$ cat src/rtl/qpsk_pkg.sv
// ============================================================================
// Module  : qpsk_pkg
// Brief   : Shared constants and FSM encodings for the QPSK deframer.
// Revision: 1.0 - initial release
// ============================================================================
`default_nettype none

package qpsk_pkg;

  localparam int SYM_W  = 2;
  localparam int BYTE_W = 8;

  localparam logic [15:0] SYNC_DEFAULT = 16'hACDD;

  localparam logic [1:0] ST_HUNT    = 2'd0;
  localparam logic [1:0] ST_LEN     = 2'd1;
  localparam logic [1:0] ST_PAYLOAD = 2'd2;
  localparam logic [1:0] ST_CHECK   = 2'd3;

  function automatic logic [BYTE_W-1:0] csum_add(input logic [BYTE_W-1:0] a,
                                                 input logic [BYTE_W-1:0] b);
    return a + b;
  endfunction

endpackage

`default_nettype wire

$ cat src/rtl/qpsk_deframer_if.sv
// ============================================================================
// Module  : qpsk_deframer_if
// Brief   : Symbol input and payload/status output bundle of the deframer.
// Revision: 1.0 - initial release
// ============================================================================
`default_nettype none

interface qpsk_deframer_if;
  import qpsk_pkg::*;

  logic              valid_i;
  logic [SYM_W-1:0]  x;
  logic              valid_o;
  logic [BYTE_W-1:0] data_o;
  logic              sof_o;
  logic              eof_o;
  logic              done_o;
  logic              ok_o;
  logic              err_o;

  modport master (
    output valid_i, x,
    input  valid_o, data_o, sof_o, eof_o, done_o, ok_o, err_o
  );

  modport slave (
    input  valid_i, x,
    output valid_o, data_o, sof_o, eof_o, done_o, ok_o, err_o
  );

endinterface

`default_nettype wire

$ cat src/rtl/qpsk_sym_packer.sv
// ============================================================================
// Module  : qpsk_sym_packer
// Brief   : Packs four 2-bit symbols MSB-first into a byte; byte is combinational.
// Revision: 1.0 - initial release
// ============================================================================
`default_nettype none

module qpsk_sym_packer
  import qpsk_pkg::*;
(
  input  wire logic              CLK,
  input  wire logic              RST,
  input  wire logic              i_valid,
  input  wire logic [SYM_W-1:0]  i_sym,
  input  wire logic              i_clr,
  output logic                   o_byte_valid,
  output logic [BYTE_W-1:0]      o_byte
);

  logic [1:0]              r_cnt;
  logic [BYTE_W-SYM_W-1:0] r_asm;

  // The 4th symbol is appended directly so the byte is usable in its own cycle.
  assign o_byte       = {r_asm, i_sym};
  assign o_byte_valid = i_valid && !i_clr && (r_cnt == 2'd3);

  always_ff @(posedge CLK or negedge RST) begin
    if (!RST) begin
      r_cnt <= 2'd0;
      r_asm <= '0;
    end else if (i_clr) begin
      r_cnt <= 2'd0;
      r_asm <= '0;
    end else if (i_valid) begin
      r_cnt <= r_cnt + 2'd1;
      r_asm <= {r_asm[BYTE_W-2*SYM_W-1:0], i_sym};
    end
  end

endmodule

`default_nettype wire

$ cat src/rtl/qpsk_deframer.sv
// ============================================================================
// Module  : qpsk_deframer
// Brief   : Sync hunt, length check, payload streaming and checksum verify.
// Revision: 1.0 - initial release
// ============================================================================
`default_nettype none

module qpsk_deframer
  import qpsk_pkg::*;
#(
  parameter logic [15:0] SYNC_WORD = SYNC_DEFAULT,
  parameter int          MAX_LEN   = 64
) (
  input  wire logic       CLK,
  input  wire logic       RST,
  qpsk_deframer_if.slave  bus
);

  localparam logic [BYTE_W-1:0] c_MAX_LEN = MAX_LEN[BYTE_W-1:0];

  logic [1:0]        r_state;
  logic [15:0]       r_shift;
  logic [BYTE_W-1:0] r_cnt;
  logic [BYTE_W-1:0] r_acc;
  logic              r_first;

  logic              r_valid_o;
  logic [BYTE_W-1:0] r_data_o;
  logic              r_sof_o;
  logic              r_eof_o;
  logic              r_done_o;
  logic              r_ok_o;
  logic              r_err_o;

  logic              w_clr;
  logic              w_byte_valid;
  logic [BYTE_W-1:0] w_byte;
  logic [15:0]       w_shift_nxt;

  // Packer is held cleared while hunting, so it starts fresh on the length byte.
  assign w_clr       = (r_state == ST_HUNT);
  assign w_shift_nxt = {r_shift[15-SYM_W:0], bus.x};

  qpsk_sym_packer u_packer (
    .CLK          (CLK),
    .RST          (RST),
    .i_valid      (bus.valid_i),
    .i_sym        (bus.x),
    .i_clr        (w_clr),
    .o_byte_valid (w_byte_valid),
    .o_byte       (w_byte)
  );

  always_ff @(posedge CLK or negedge RST) begin
    if (!RST) begin
      r_state   <= ST_HUNT;
      r_shift   <= '0;
      r_cnt     <= '0;
      r_acc     <= '0;
      r_first   <= 1'b0;
      r_valid_o <= 1'b0;
      r_data_o  <= '0;
      r_sof_o   <= 1'b0;
      r_eof_o   <= 1'b0;
      r_done_o  <= 1'b0;
      r_ok_o    <= 1'b0;
      r_err_o   <= 1'b0;
    end else begin
      r_valid_o <= 1'b0;
      r_sof_o   <= 1'b0;
      r_eof_o   <= 1'b0;
      r_done_o  <= 1'b0;
      r_err_o   <= 1'b0;
      case (r_state)
        ST_HUNT: begin
          if (bus.valid_i) begin
            r_shift <= w_shift_nxt;
            if (w_shift_nxt == SYNC_WORD) begin
              r_state <= ST_LEN;
            end
          end
        end
        ST_LEN: begin
          if (w_byte_valid) begin
            r_acc <= '0;
            if (w_byte == '0 || w_byte > c_MAX_LEN) begin
              r_err_o <= 1'b1;
              r_shift <= '0;
              r_state <= ST_HUNT;
            end else begin
              r_cnt   <= w_byte;
              r_first <= 1'b1;
              r_state <= ST_PAYLOAD;
            end
          end
        end
        ST_PAYLOAD: begin
          if (w_byte_valid) begin
            r_valid_o <= 1'b1;
            r_data_o  <= w_byte;
            r_sof_o   <= r_first;
            r_eof_o   <= (r_cnt == 8'd1);
            r_first   <= 1'b0;
            r_acc     <= csum_add(r_acc, w_byte);
            r_cnt     <= r_cnt - 8'd1;
            if (r_cnt == 8'd1) begin
              r_state <= ST_CHECK;
            end
          end
        end
        ST_CHECK: begin
          if (w_byte_valid) begin
            r_done_o <= 1'b1;
            r_ok_o   <= (w_byte == r_acc);
            r_shift  <= '0;
            r_state  <= ST_HUNT;
          end
        end
        default: r_state <= ST_HUNT;
      endcase
    end
  end

  assign bus.valid_o = r_valid_o;
  assign bus.data_o  = r_data_o;
  assign bus.sof_o   = r_sof_o;
  assign bus.eof_o   = r_eof_o;
  assign bus.done_o  = r_done_o;
  assign bus.ok_o    = r_ok_o;
  assign bus.err_o   = r_err_o;

endmodule

`default_nettype wire

$ cat src/flat_wrapper.sv
// flat-port wrapper written by rule: the top's interface ports become plain ports
module qpsk_deframer_flat import qpsk_pkg::*;
#(
  parameter logic [15:0] SYNC_WORD = SYNC_DEFAULT,
  parameter int          MAX_LEN   = 64
)
  (CLK, RST, bus_valid_i, bus_x, bus_valid_o, bus_data_o, bus_sof_o, bus_eof_o, bus_done_o, bus_ok_o, bus_err_o);
  qpsk_deframer_if bus_i ();
  input  wire logic CLK;
  input  wire logic RST;
  input wire logic [$bits(bus_i.valid_i)-1:0] bus_valid_i;
  input wire logic [$bits(bus_i.x)-1:0] bus_x;
  output wire logic [$bits(bus_i.valid_o)-1:0] bus_valid_o;
  output wire logic [$bits(bus_i.data_o)-1:0] bus_data_o;
  output wire logic [$bits(bus_i.sof_o)-1:0] bus_sof_o;
  output wire logic [$bits(bus_i.eof_o)-1:0] bus_eof_o;
  output wire logic [$bits(bus_i.done_o)-1:0] bus_done_o;
  output wire logic [$bits(bus_i.ok_o)-1:0] bus_ok_o;
  output wire logic [$bits(bus_i.err_o)-1:0] bus_err_o;
  assign bus_i.valid_i = bus_valid_i;
  assign bus_i.x = bus_x;
  assign bus_valid_o = bus_i.valid_o;
  assign bus_data_o = bus_i.data_o;
  assign bus_sof_o = bus_i.sof_o;
  assign bus_eof_o = bus_i.eof_o;
  assign bus_done_o = bus_i.done_o;
  assign bus_ok_o = bus_i.ok_o;
  assign bus_err_o = bus_i.err_o;
  qpsk_deframer #(.SYNC_WORD(SYNC_WORD), .MAX_LEN(MAX_LEN)) u_core (.CLK(CLK), .RST(RST), .bus(bus_i));
endmodule
$ cat config.mk
export PLATFORM = sky130hd
export DESIGN_NAME = qpsk_deframer_flat
export DESIGN_NICKNAME = d
export VERILOG_FILES = /design/src/rtl/qpsk_pkg.sv /design/src/rtl/qpsk_deframer_if.sv /design/src/rtl/qpsk_sym_packer.sv /design/src/rtl/qpsk_deframer.sv /design/src/flat_wrapper.sv
export SDC_FILE = /design/constraint.sdc
export NUM_CORES = 1
export LEC_CHECK = 0
export ABC_CLOCK_PERIOD_IN_PS = 3400
export CAP_MARGIN = 5
export CORE_MARGIN = 1
export CORE_UTILIZATION = 57
export DETAILED_ROUTE_END_ITERATION = 12
export HOLD_SLACK_MARGIN = 0.1
export PLACE_DENSITY = 0.77
export RECOVER_POWER = 50
export REMOVE_ABC_BUFFERS = 1
export SYNTH_ARGS = -nofsm -noshare
export SYNTH_HDL_FRONTEND = slang
export SYNTH_HIERARCHICAL = 1
export SYNTH_SLANG_ARGS = --single-unit
export TNS_END_PERCENT = 30
$ cat constraint.sdc
create_clock -name CLK -period 3.4 [get_ports CLK]
set_input_delay 0.68 -clock CLK [delete_from_list [all_inputs] [get_ports CLK]]
set_output_delay 0.68 -clock CLK [all_outputs]
set_load 0.02 [all_outputs]
[After elaboration in Yosys (flattened, before gate mapping)]
Cells that the tools add are included.
Cells by class
  $add $sub $neg: 3
  mux-type cells: 38
  order comparisons: 1
  eq/ne operators: 15
  reduce and logical (&&, ||, !) cells: 15
Operator list (count)
  $mux 14: 4
  $pmux 14 s3: 1
  $mux 8: 5
  $pmux 8 s2: 2
  $mux 2: 9
  $eq 16x16->1 const B: 1
  $mux 1: 13
  $mux 6: 2
  $ne 2x2->1 const B: 5
  $add 8x8->8: 1
  $eq 8x1->1 const B: 1
  $eq 8x8->1: 1
  $gt 8x7->1 const B: 1
  $logic_not 8->1: 1
  $pmux 2 s4: 1
  $sub 8x1->8 const B: 1
  $eq 2x2->1 const B: 3
  $ne 2x1->1 const B: 3
  $reduce_and 6->1: 1
  $reduce_and 5->1: 1
  $reduce_and 2->1: 2
  $reduce_and 4->1: 1
  $reduce_bool 2->1: 2
  $reduce_and 3->1: 1
  other kinds (8): 9
Word-level totals
  bits in registers: 55
  logic and storage cells: 86
  input port bits: 5

[Longest topological paths before layout]
Gate-level depths: netlist of the first run.
  word-level depth: 6
  gate-level depth with buffers: 11
  depth with buffers taken out: 8

[By module]
Netlist of the first run, hierarchy kept.
By module, submodules not included
  qpsk_deframer: seq. area each 1176.1 um2, instances 1, cells each 246, area an instance 2622.5 um2
  qpsk_sym_packer: seq. area each 200.2 um2, instances 1, cells each 31, area an instance 360.3 um2

[Least setup slack after synthesis of the first run]
Ideal clock, no wire load.
  path kind: reg2reg
  start: reg u_core.r_state[0]
  end: reg u_core.r_cnt[7]
  setup time: 0.069 ns
  slack: 0.744 ns
  data required time: 3.331 ns
  arrival time: 2.587 ns
  clock period less this slack: 2.656 ns
  stages on the path, launching flop included: 11
  cell sequence: dfrtp_1 clkbuf_1 inv_1 ha_1 buf_2 nor2_1 clkbuf_1 o21ai_1 a41o_1 or4_1 nand3_1
Between the ends
  word-level cells in the longest chain between the ends: 6
  elaborated cells between the ends (all ways): 12
  classes of those cells: eq/ne: 5; mux: 1; reduce/logical: 6
RTL lines
  from (decl): line qpsk_deframer.sv:21  | logic [1:0] r_state;
  from (signal assigned): line qpsk_deframer.sv:56  | r_state <= ST_HUNT;
  from (signal assigned): line qpsk_deframer.sv:79  | r_state <= ST_LEN;
  from (signal assigned): line qpsk_deframer.sv:89  | r_state <= ST_HUNT;
  $logic_not 2->1 (*): line qpsk_deframer.sv:41  | assign w_clr = (r_state == ST_HUNT);
  net u_core.w_clr: line qpsk_deframer.sv:35  | logic w_clr;
  $logic_not 1->1 (*): line qpsk_sym_packer.sv:25  | assign o_byte_valid = i_valid && !i_clr && (r_cnt == 2'd3);
  $logic_and 1x1->1 (*) (2 in series): line qpsk_sym_packer.sv:25
  net u_core.w_byte_valid: line qpsk_deframer.sv:36  | logic w_byte_valid;
  $ne 2x2->1 (no source line)
  $reduce_and 4->1 (no source line) (*)
  to (signal assigned): line qpsk_deframer.sv:91  | r_cnt <= w_byte;
  to (signal assigned): line qpsk_deframer.sv:105  | r_cnt <= r_cnt - 8'd1;
  to (decl): line qpsk_deframer.sv:23  | logic [BYTE_W-1:0] r_cnt;
The timed path passes the listed nets; every way through them passes the cells marked *.
A chain may end at the register's enable or synchronous reset.

[Worst setup path in the final report of the first run]
  start: in bus_valid_i
  end: reg u_core.r_shift[7]
Between the ends
  word-level cells in the longest chain between the ends: 4
  elaborated cells between the ends (all ways): 6
  classes of those cells: eq/ne: 3; reduce/logical: 3
RTL lines
  from (decl): line flat_wrapper.sv:11  | input wire logic [$bits(bus_i.valid_i)-1:0] bus_valid_i;
  $logic_and 1x1->1 (2 in series): line qpsk_sym_packer.sv:25
  $ne 2x2->1 (no source line)
  $reduce_and 5->1 (no source line) (*)
  to (signal assigned): line qpsk_deframer.sv:77  | r_shift <= w_shift_nxt;
  to (decl): line qpsk_deframer.sv:22  | logic [15:0] r_shift;
Mark *: on every way between the ends. The rest lies on a longest branch, timed or not.

==> results.md, run 1 <==
Status:
- The checks that failed: max-capacitance violations, max-slew violations.
- The flow ran to the end, but the final reports show violations.

STA:
- The post-route worst setup slack is 0.786 ns.
- The share of the clock period used by the worst path after layout is 76.9%.
- At the pin with the least slew margin, the transition time is 2.10 ns.
- The maximum clock frequency is 383 MHz.
- The worst-case headroom to the max-slew limit is -39.8%.
- Setup repair after global routing left no endpoint under its margin.
- The final setup skew is 0.00849 ns.
- Counting I/O delays and the setup requirement, the final critical path takes 2.61 ns.
- The final-layout setup total negative slack is 0 ns.
- The number of endpoints with negative hold slack in the final report came to 0.
- The final max-slew violation count is 41.
- Setup violations remaining at the end of the flow were counted as 0.
- Final hold analysis gives a worst-case slack of 0.491 ns.

Synthesis:
- Yosys instantiated no cell more often than dfrtp_1.
- After synthesis the netlist holds a flip-flop and latch count of 55.
- Of the total synthesized cell area, the portion taken by full adders, half adders and majority gates is 6.96%.
- The post-synthesis sequential area ratio is between 40% and 50%.
- Yosys attributes the largest share of cell area to dfrtp_1 46%, ha_1 6.3%, mux2_4 4.5%.
- The synthesized design contains 0 enable-type register cells.
- Of the total synthesized cell area, the portion taken by XOR and XNOR cells is 2.06%.
- The portion of synthesized area spent on multiplexers is 12.1%.
- The compound-cell area share of the yosys netlist is 11.5%.
- The synthesized design spends more area on one cell type than any other, namely dfrtp_1.
- The combined area of all synthesized cells is between 2000 and 3000 um2.
- The count of warnings emitted by yosys is 6.
- After synthesis, the most frequently instantiated cells are 55 x dfrtp_1, 21 x nor2_1, 19 x nand2_1, 19 x o21ai_0, 16 x nor2b_1.
- After synthesis, the largest family of logic cells by area is simple AND/OR/NAND/NOR gates.
- In the synthesized netlist the dominant register cell turns out to be dfrtp_1.
- The number of unique standard cell types used by synthesis is 52.
- Synthesis handed over a netlist of 277 instances.
- The fraction of the mapped netlist area in simple logic gates is approximately 17%.
- The share of Yosys cell area claimed by the top area cell type is 46.1%.
- The synthesized area divided by synthesized cell count is approximately 11 um2.
- The fraction of synthesis flops using an asynchronous set or reset pin is 100%.

Floorplan:
- The placement row count is 25.
- The die covers 5530 um2.
- During I/O placement, the number of pins put on the boundary was 19.
- The effective utilization at floorplan is 61.1%.
- Measured along the x axis, the die boundary spans 74.3 um.
- From bottom edge to top edge, the die measures between 70 and 80 um.
- The core region is 4880 um2.

Clocking:
- The number of buffers created by CTS is 5.
- Hold repair after CTS inserted 0 buffers.
- After clock tree synthesis, the repair step resized 0 gates.
- The clock tree root driver cell is clkbuf_8.
- The clock insertion delay at the later pin of the skew report is 0.31 ns.
- The worst-case clock buffer depth is 2.
- The TritonCTS clock tree is done.
- The register clock-pin slew on the reported worst setup and hold paths is 0.09 ns.
- The H-tree depth is 2.
- The number of setup buffers added after CTS is 0.
- Counting every sink on the clock net gives 55.

Finish:
- The net count of the finished layout is 321.
- The area overhead of the layout relative to synthesis is 11.5%.
- The antenna diode count is 0.
- In the final layout, the multi-input gates occupy between 1000 and 1500 um2.
- The register area is 1380 um2.
- The count of filler cells inserted in the layout is around 400.
- The fraction of final layout cells sized beyond drive strength 1 is 14.0%.

Drt:
- Using the TritonRoute via totals, the vias-per-cell ratio works out to 5.69.
- The initial detailed-routing violation count is 150.
- Before antenna repair, the detailed router went through 4 iterations.
- In the routed design, unresolved DRC markers number 0.
- The routed layout has 2094 vias.
- In the final routed layout, each cell accounts on average for 15.7 um.
- The count of nets left with antenna violations once routing finished came out at 0.
- After detailed routing, the total wire length is about 5800 um.

Global route:
- The number of antenna violations at the first check in global routing came to 0.
- For this run the aggregate overflow at the end of global routing stands at 0.
- The via count of the first global-routing pass is 2020.
- The pin count of the biggest net entering global routing is 41.
- The first global-routing pass estimated 9890 um of wire.
- Across every metal layer, demand over resource in global routing totals between 20% and 30%.

Power and ir drop:
- The leakage power is 1.57 nW.
- The sum of internal, switching and leakage power is 2.23 mW.
- VDD sags by at most 424 uV.
- In this run the power density over the cells is 672 nW/um2.

Worst setup path:
- The data required time at the worst endpoint is 3.60 ns.
- Among all stages on the critical path, the largest delay is contributed by dlygate4sd3_1.
- Data on the critical path arrives at its endpoint at 2.81 ns.
- The worst setup path is of the in2reg kind.
- The kind of capture point of the worst setup path is a register.
- Traced cell by cell, the critical path runs through dlygate4sd3_1 -> clkbuf_1 -> o22ai_1 -> nor3_4 -> buf_4 -> mux2_2.
- The largest incremental delay on the critical path is between 0.5 and 0.6 ns.
- The peak fanout along the critical path is 14.
- STA classifies the critical path startpoint as an input port.

Job:
- Max-cap violations in this run came to 1.

Placement:
- The weighted congestion at the end of routability-driven global placement is 0.821.
- Before CTS, the worst setup slack after placement is 0.573 ns.
- The post-DP HPWL is 4120 um.
- The port buffer count is 18.

Hold path:
- The path class of the tightest hold or removal check is reg2reg.
[layout make-up]
| cell class | count | share of cell area [%] |
|---|---|---|
| flip-flops and latches | 55 | 41.4 |
| well taps | 67 | 2.52 |
| inverters | 14 | 1.58 |
| clock buffers | 6 | 2.48 |
| repair buffers | 28 | 7.15 |
| clock inverters | 2 | 0.489 |
| multi-input cells | 196 | 44.4 |
[sequential cells by signal (all words and copies together), names as in the netlist, named ones only]
name	count
u_core/bus.eof_o	1
u_core/r_state	1
u_core/r_first	1
u_core/u_packer/r_asm	6
u_core/u_packer/r_cnt	2
u_core/bus.ok_o	1
u_core/r_acc	8
u_core/bus.valid_o	1
u_core/bus.sof_o	1
u_core/r_shift	14
u_core/r_cnt	8
u_core/bus.err_o	1
u_core/bus.data_o	8
u_core/bus.done_o	1
[final timing paths]
kind	startpoint	end	slack (ns)	cells after the start
worst max-delay path	bus_valid_i	u_core/r_shift[7]$_DFFE_PN0P_	0.79	6
worst min-delay path	u_core/bus.data_o[6]$_DFFE_PN0P_	u_core/bus.data_o[6]$_DFFE_PN0P_	0.49	2
worst max register to register	u_core/r_state[0]$_DFFE_PN0P_	u_core/r_cnt[7]$_DFFE_PN0P_	0.99	6
worst min register to register	u_core/bus.data_o[6]$_DFFE_PN0P_	u_core/bus.data_o[6]$_DFFE_PN0P_	0.49	2
max in group asynchronous	RST	asynchronous set/reset pin	1.24	1
min in group asynchronous	RST	u_core/r_cnt[4]$_DFFE_PN0P_	0.96	1
[per-stage QoR]
step,cell area (um2),utilization [%],cells
2_1_floorplan,2900,-,265
3_3_place_gp,3240,66.4,360
3_5_place_dp,3240,66.4,360
4_1_cts,3340,68.4,368
5_1_grt,3320,68.1,368
6_report,3320,68.1,368
[worst max-delay path, delay by kind of cell]
kind            cells  cell delay, ns
compound gates      1            0.25
buf+inv             3            1.30
mux                 1            0.37
simple gates        1            0.19
[metal layers]
| metal | routed length, um | vias to the layer above | GRT usage, % |
|---|---|---|---|
| li1 | - | 1035 | - |
| met1 | 2820 | 1014 | 33.8 |
| met2 | 2710 | 39 | 38.7 |
| met3 | 208 | 6 | 5.15 |
| met4 | 61 | 0 | 6.71 |
| met5 | 0 | - | 0 |
[kinds of logic after synthesis]
logic type | Yosys count
and+or+nand+nor | 88
AOI/OAI and AO/OA | 55
DFF | 55
muxes | 30
buffers and inverters | 26
adders and majority gates | 16
xor gates and xnor gates | 7
[cells in the final DEF, fill, tap and decap left out, types with 2 or more instances in the layout]
cell	n
dfrtp_1	55
nor2_1	21
nand2_1	19
o21ai_0	19
clkdlybuf4s50_1	16
nor2b_1	16
ha_1	15
inv_1	13
a21oi_1	12
mux2_2	12
mux2i_1	9
mux2_4	9
buf_4	7
clkbuf_8	6
xnor2_1	6
a31oi_1	5
nand3_1	5
clkbuf_1	4
nor3_1	3
nand4_1	3
or3_1	3
nand4b_1	3
a21o_1	3
and3_1	2
nor4_1	2
o22a_1	2
a22o_1	2
and4b_1	2
nor4bb_1	2
a211o_1	2
[power breakdown]
part	internal [mW]	total (mW)	switching [mW]
logic	0.427	0.907	0.479
registers	0.799	0.947	0.148
clock network	0.167	0.380	0.214
No activity file was read; power rests on OpenSTA's default activity.
==> run 2: changes to the inputs <==
--- a/config.mk
+++ b/config.mk
@@ -5,13 +5,13 @@
 export SDC_FILE = /design/constraint.sdc
 export NUM_CORES = 1
 export LEC_CHECK = 0
-export ABC_CLOCK_PERIOD_IN_PS = 3400
+export ABC_CLOCK_PERIOD_IN_PS = 2300
 export CAP_MARGIN = 5
 export CORE_MARGIN = 1
-export CORE_UTILIZATION = 57
+export CORE_UTILIZATION = 53
 export DETAILED_ROUTE_END_ITERATION = 12
 export HOLD_SLACK_MARGIN = 0.1
-export PLACE_DENSITY = 0.77
+export PLACE_DENSITY = 0.75
 export RECOVER_POWER = 50
 export REMOVE_ABC_BUFFERS = 1
 export SYNTH_ARGS = -nofsm -noshare
==> constraint.sdc (replaced) <==
create_clock -name CLK -period 2.3 [get_ports CLK]
set_input_delay 0.46 -clock CLK [delete_from_list [all_inputs] [get_ports CLK]]
set_output_delay 0.46 -clock CLK [all_outputs]
set_load 0.02 [all_outputs]
==> results.md, run 2 (synthesized netlist as in run 1, its figures left out) <==
Floorplan:
- The I/O pin total came to 19 (unchanged).
- The placement row count is 26 (was 25).
- The effective utilization at floorplan was 56.6% (was 61.1%).
- The floorplan core area is 5270 um2 (was 4880 um2).
- The area of the die is 5930 um2 (was 5530 um2).
- The floorplan die height is 77.0 um (was 74.3 um).
- The die span in x is 77.0 um (was 74.3 um).

Job:
- The number of maximum-capacitance constraint violations is 0 (was 1).

Finish:
- The number of flip-flops in the largest register is 14 (unchanged).
- The count of filler cells inserted in the layout is 418 (was 397).
- The largest register by flop count is u_core/r_shift (unchanged).
- The area overhead of the layout relative to synthesis is 16.4% (was 11.5%).
- The antenna diode count is 0 (unchanged).
- The post-layout net count is 334 (was 321).
- Most used cells in the layout excluding fill and tap cells: 55 x dfrtp_1, 21 x nor2_1, 21 x buf_4 (was 55 x dfrtp_1, 21 x nor2_1, 19 x nand2_1, 19 x o21ai_0).
- The fraction of final layout cells sized beyond drive strength 1 is 18.8% (was 14.0%).
- The most common library cell in the layout ignoring fill and taps is dfrtp_1 (unchanged).

Drt:
- The vias after detailed routing is 2166 (was 2094).
- The detailed-route wire length per cell is 16.3 um (was 15.7 um).
- The number of routed nets with antenna violations came to 0 (unchanged).
- The number of design rule violations left after detail routing is 0 (unchanged).
- The count of TritonRoute iterations in the first routing pass is 4 (unchanged).
- The initial detailed-routing violation count was 82 (was 150).
- The wire length reported by the detailed router came to 6240 um (was 5800 um).
- The number of vias per cell after detailed routing is 5.64 (was 5.69).

Power and ir drop:
- The internal power contribution came to 2.26 mW (was 1.39 mW).
- The switching share of power was 35.8% (was 37.6%).
- The total net switching power came to 1.26 mW (was 840 uW).
- The part of the power in the clock network is 18.7% (was 17.0%).
- The total power divided by cell area was 1010 nW/um2 (was 672 nW/um2).
- The peak supply drop is 528 uV (was 424 uV).
- The sequential cell fraction of total power is 39.6% (was 42.4%).
- The sum of internal, switching and leakage power came to 3.52 mW (was 2.23 mW).
- The leakage power is 1.66 nW (was 1.57 nW).
- The logic gate share of total power was 41.7% (was 40.6%).

Global route:
- The first-pass GRT wire length is 10700 um (was 9890 um).
- The total global-route track usage is 23.2% (was 24.3%).
- The via count of the first global-routing pass came to 2228 (was 2020).
- The number of antenna violations at the first check in global routing was 0 (unchanged).
- The pin count of the biggest net entering global routing is 36 (was 41).
- The total congestion overflow is 0 (unchanged).

Placement:
- The weighted congestion at the end of routability-driven global placement is 0.841 (was 0.821).
- The placement-stage worst setup slack came to -0.201 ns (was 0.573 ns).
- The post-DP HPWL is 4420 um (was 4120 um).
- The port buffer count was 18 (unchanged).

STA:
- Setup repair after global routing missed its margin: no (unchanged).
- The final max-slew violation count is 0 (was 41).
- The time the worst path needs with I/O delays and setup is 2.21 ns.
- Based on the critical path, the design can be clocked at up to 452 MHz.
- The worst-case headroom to the max-slew limit is 27.4% (was -39.8%).
- The transition time at the pin with the least slew margin is 1.09 ns (was 2.10 ns).
- The share of the clock period used by the worst path after layout is 96.2%.
- The final setup skew was 0.00605 ns (was 0.00849 ns).
- The final-layout setup total negative slack is 0 ns (unchanged).
- The number of endpoints with negative hold slack in the final report was 0 (unchanged).
- The post-route worst setup slack is 0.0874 ns (was 0.786 ns).
- The number of endpoints failing setup at the final stage is 0 (unchanged).

Worst setup path:
- The peak fanout along the critical path came to 4 (was 14).
- The data required time at the worst endpoint is 2.55 ns (was 3.60 ns).
- The cell with the largest stage delay on the worst path is or4b_2 (was dlygate4sd3_1).
- The nature of the critical path startpoint was an input port (unchanged).
- The largest incremental delay on the critical path was 0.63 ns (was 0.55 ns).
- The category of the critical setup timing path is in2reg (unchanged).
- The kind of capture point of the worst setup path is a register (unchanged).
- Series of cell instances along the critical path: clkdlybuf4s50_1 -> ha_1 -> fa_1 -> a21o_1 -> a21o_1 -> a21oi_1 -> or4b_2 -> nand3_1 (was dlygate4sd3_1 -> clkbuf_1 -> o22ai_1 -> nor3_4 -> buf_4 -> mux2_2).
- The arrival time of the worst setup path is 2.46 ns (was 2.81 ns).
- The most prevalent standard cell on the critical path is a21o_1.

Clocking:
- The count of clock tree sinks was 55 (unchanged).
- The clock insertion delay at the later pin of the skew report is 0.31 ns (about the same).
- The number of hold buffers added after CTS is 0 (unchanged).
- The register clock-pin slew on the reported worst setup and hold paths was 0.10 ns (was 0.09 ns).
- The number of setup buffers added after CTS is 0 (unchanged).
- The TritonCTS clock tree is done (unchanged).
- The post-cts gate resize count is 0 (unchanged).
- The number of buffers created by CTS came to 5 (unchanged).
- The clock tree root driver cell is clkbuf_8 (unchanged).
- The worst-case clock buffer depth is 2 (unchanged).
- The H-tree depth is 2 (unchanged).

Hold path:
- The path type of the worst min-delay path is in2async (was reg2reg).

Status:
- Outcome: finished clean (was finished, violations left).
run 2: layout make-up:
class	count	area, um2	share of cell area [%]
Clock inverter	2	35.0	1.01
Tap cell	70	87.6	2.52
Timing Repair Buffer	41	357	10.3
Sequential cell	55	1380	39.6
Clock buffer	6	82.6	2.38
Inverter	14	52.6	1.51
Multi-Input combinational cell	196	1480	42.7
run 2: final timing paths:
kind                                               startpoint                          endpoint  slack, ns  cells after the start
worst max-delay path                                 bus_x[0]       u_core/r_acc[6]$_DFFE_PN0P_       0.09                      8
worst min-delay path                                      RST  u_core/bus.data_o[1]$_DFFE_PN0P_       0.32                      1
worst max register to register  u_core/r_state[0]$_DFFE_PN0P_                          register       0.15                      8
worst min register to register     u_core/r_first$_DFFE_PN0P_        u_core/r_first$_DFFE_PN0P_       0.49                      2
max in group asynchronous                                 RST       u_core/r_cnt[6]$_DFFE_PN0P_       0.54                      2
min in group CLK                   u_core/r_first$_DFFE_PN0P_        u_core/r_first$_DFFE_PN0P_       0.49                      2
run 2: per-stage QoR:
step                instance area [um2]  instances  utilization, %  hold WS, ns
floorplan                          2900        265               -        0.164
CTS                                3480        384            66.1        0.109
detailed placement                 3360        376            63.8        0.453
finish                             3470        384            65.9        0.319
global placement                   3360        376            63.8        0.455
global route                       3470        384            65.9        0.441
run 2: worst max-delay path: cells and delay by family:
family | cells | cell delay, ns
fa+ha+maj | 2 | 0.40
compound gates | 3 | 0.32
simple gates | 2 | 0.72
buf+inv | 1 | 0.55
run 2: power by group through the flow:
stage / Sequential (mW) / Combinational, mW / Clock, mW
after global routing: 1.43 / 1.64 / 0.708
after floorplan: 1.39 / 0.977 / 0
final: 1.40 / 1.47 / 0.659
after detailed placement: 1.41 / 1.46 / 0
after global placement: 1.39 / 1.42 / 0
after CTS: 1.39 / 1.47 / 0.675
run 2: per-layer routing:
layer | GRT usage (%) | up-vias | share of wire [%]
met5 | 0 | - | 0
met3 | 4.88 | 11 | 4.5
li1 | - | 1048 | -
met2 | 39.1 | 56 | 48
met1 | 29.8 | 1051 | 46
met4 | 7.36 | 0 | 1.5
==> run 3: changes to the inputs <==
--- a/config.mk
+++ b/config.mk
@@ -7,7 +7,6 @@
 export LEC_CHECK = 0
 export ABC_CLOCK_PERIOD_IN_PS = 2300
 export CAP_MARGIN = 5
-export CORE_MARGIN = 1
 export CORE_UTILIZATION = 53
 export DETAILED_ROUTE_END_ITERATION = 12
 export HOLD_SLACK_MARGIN = 0.1
==> results of run 3 <==
Same layout as run 2: the final DEF is identical, and so are final timing and power.
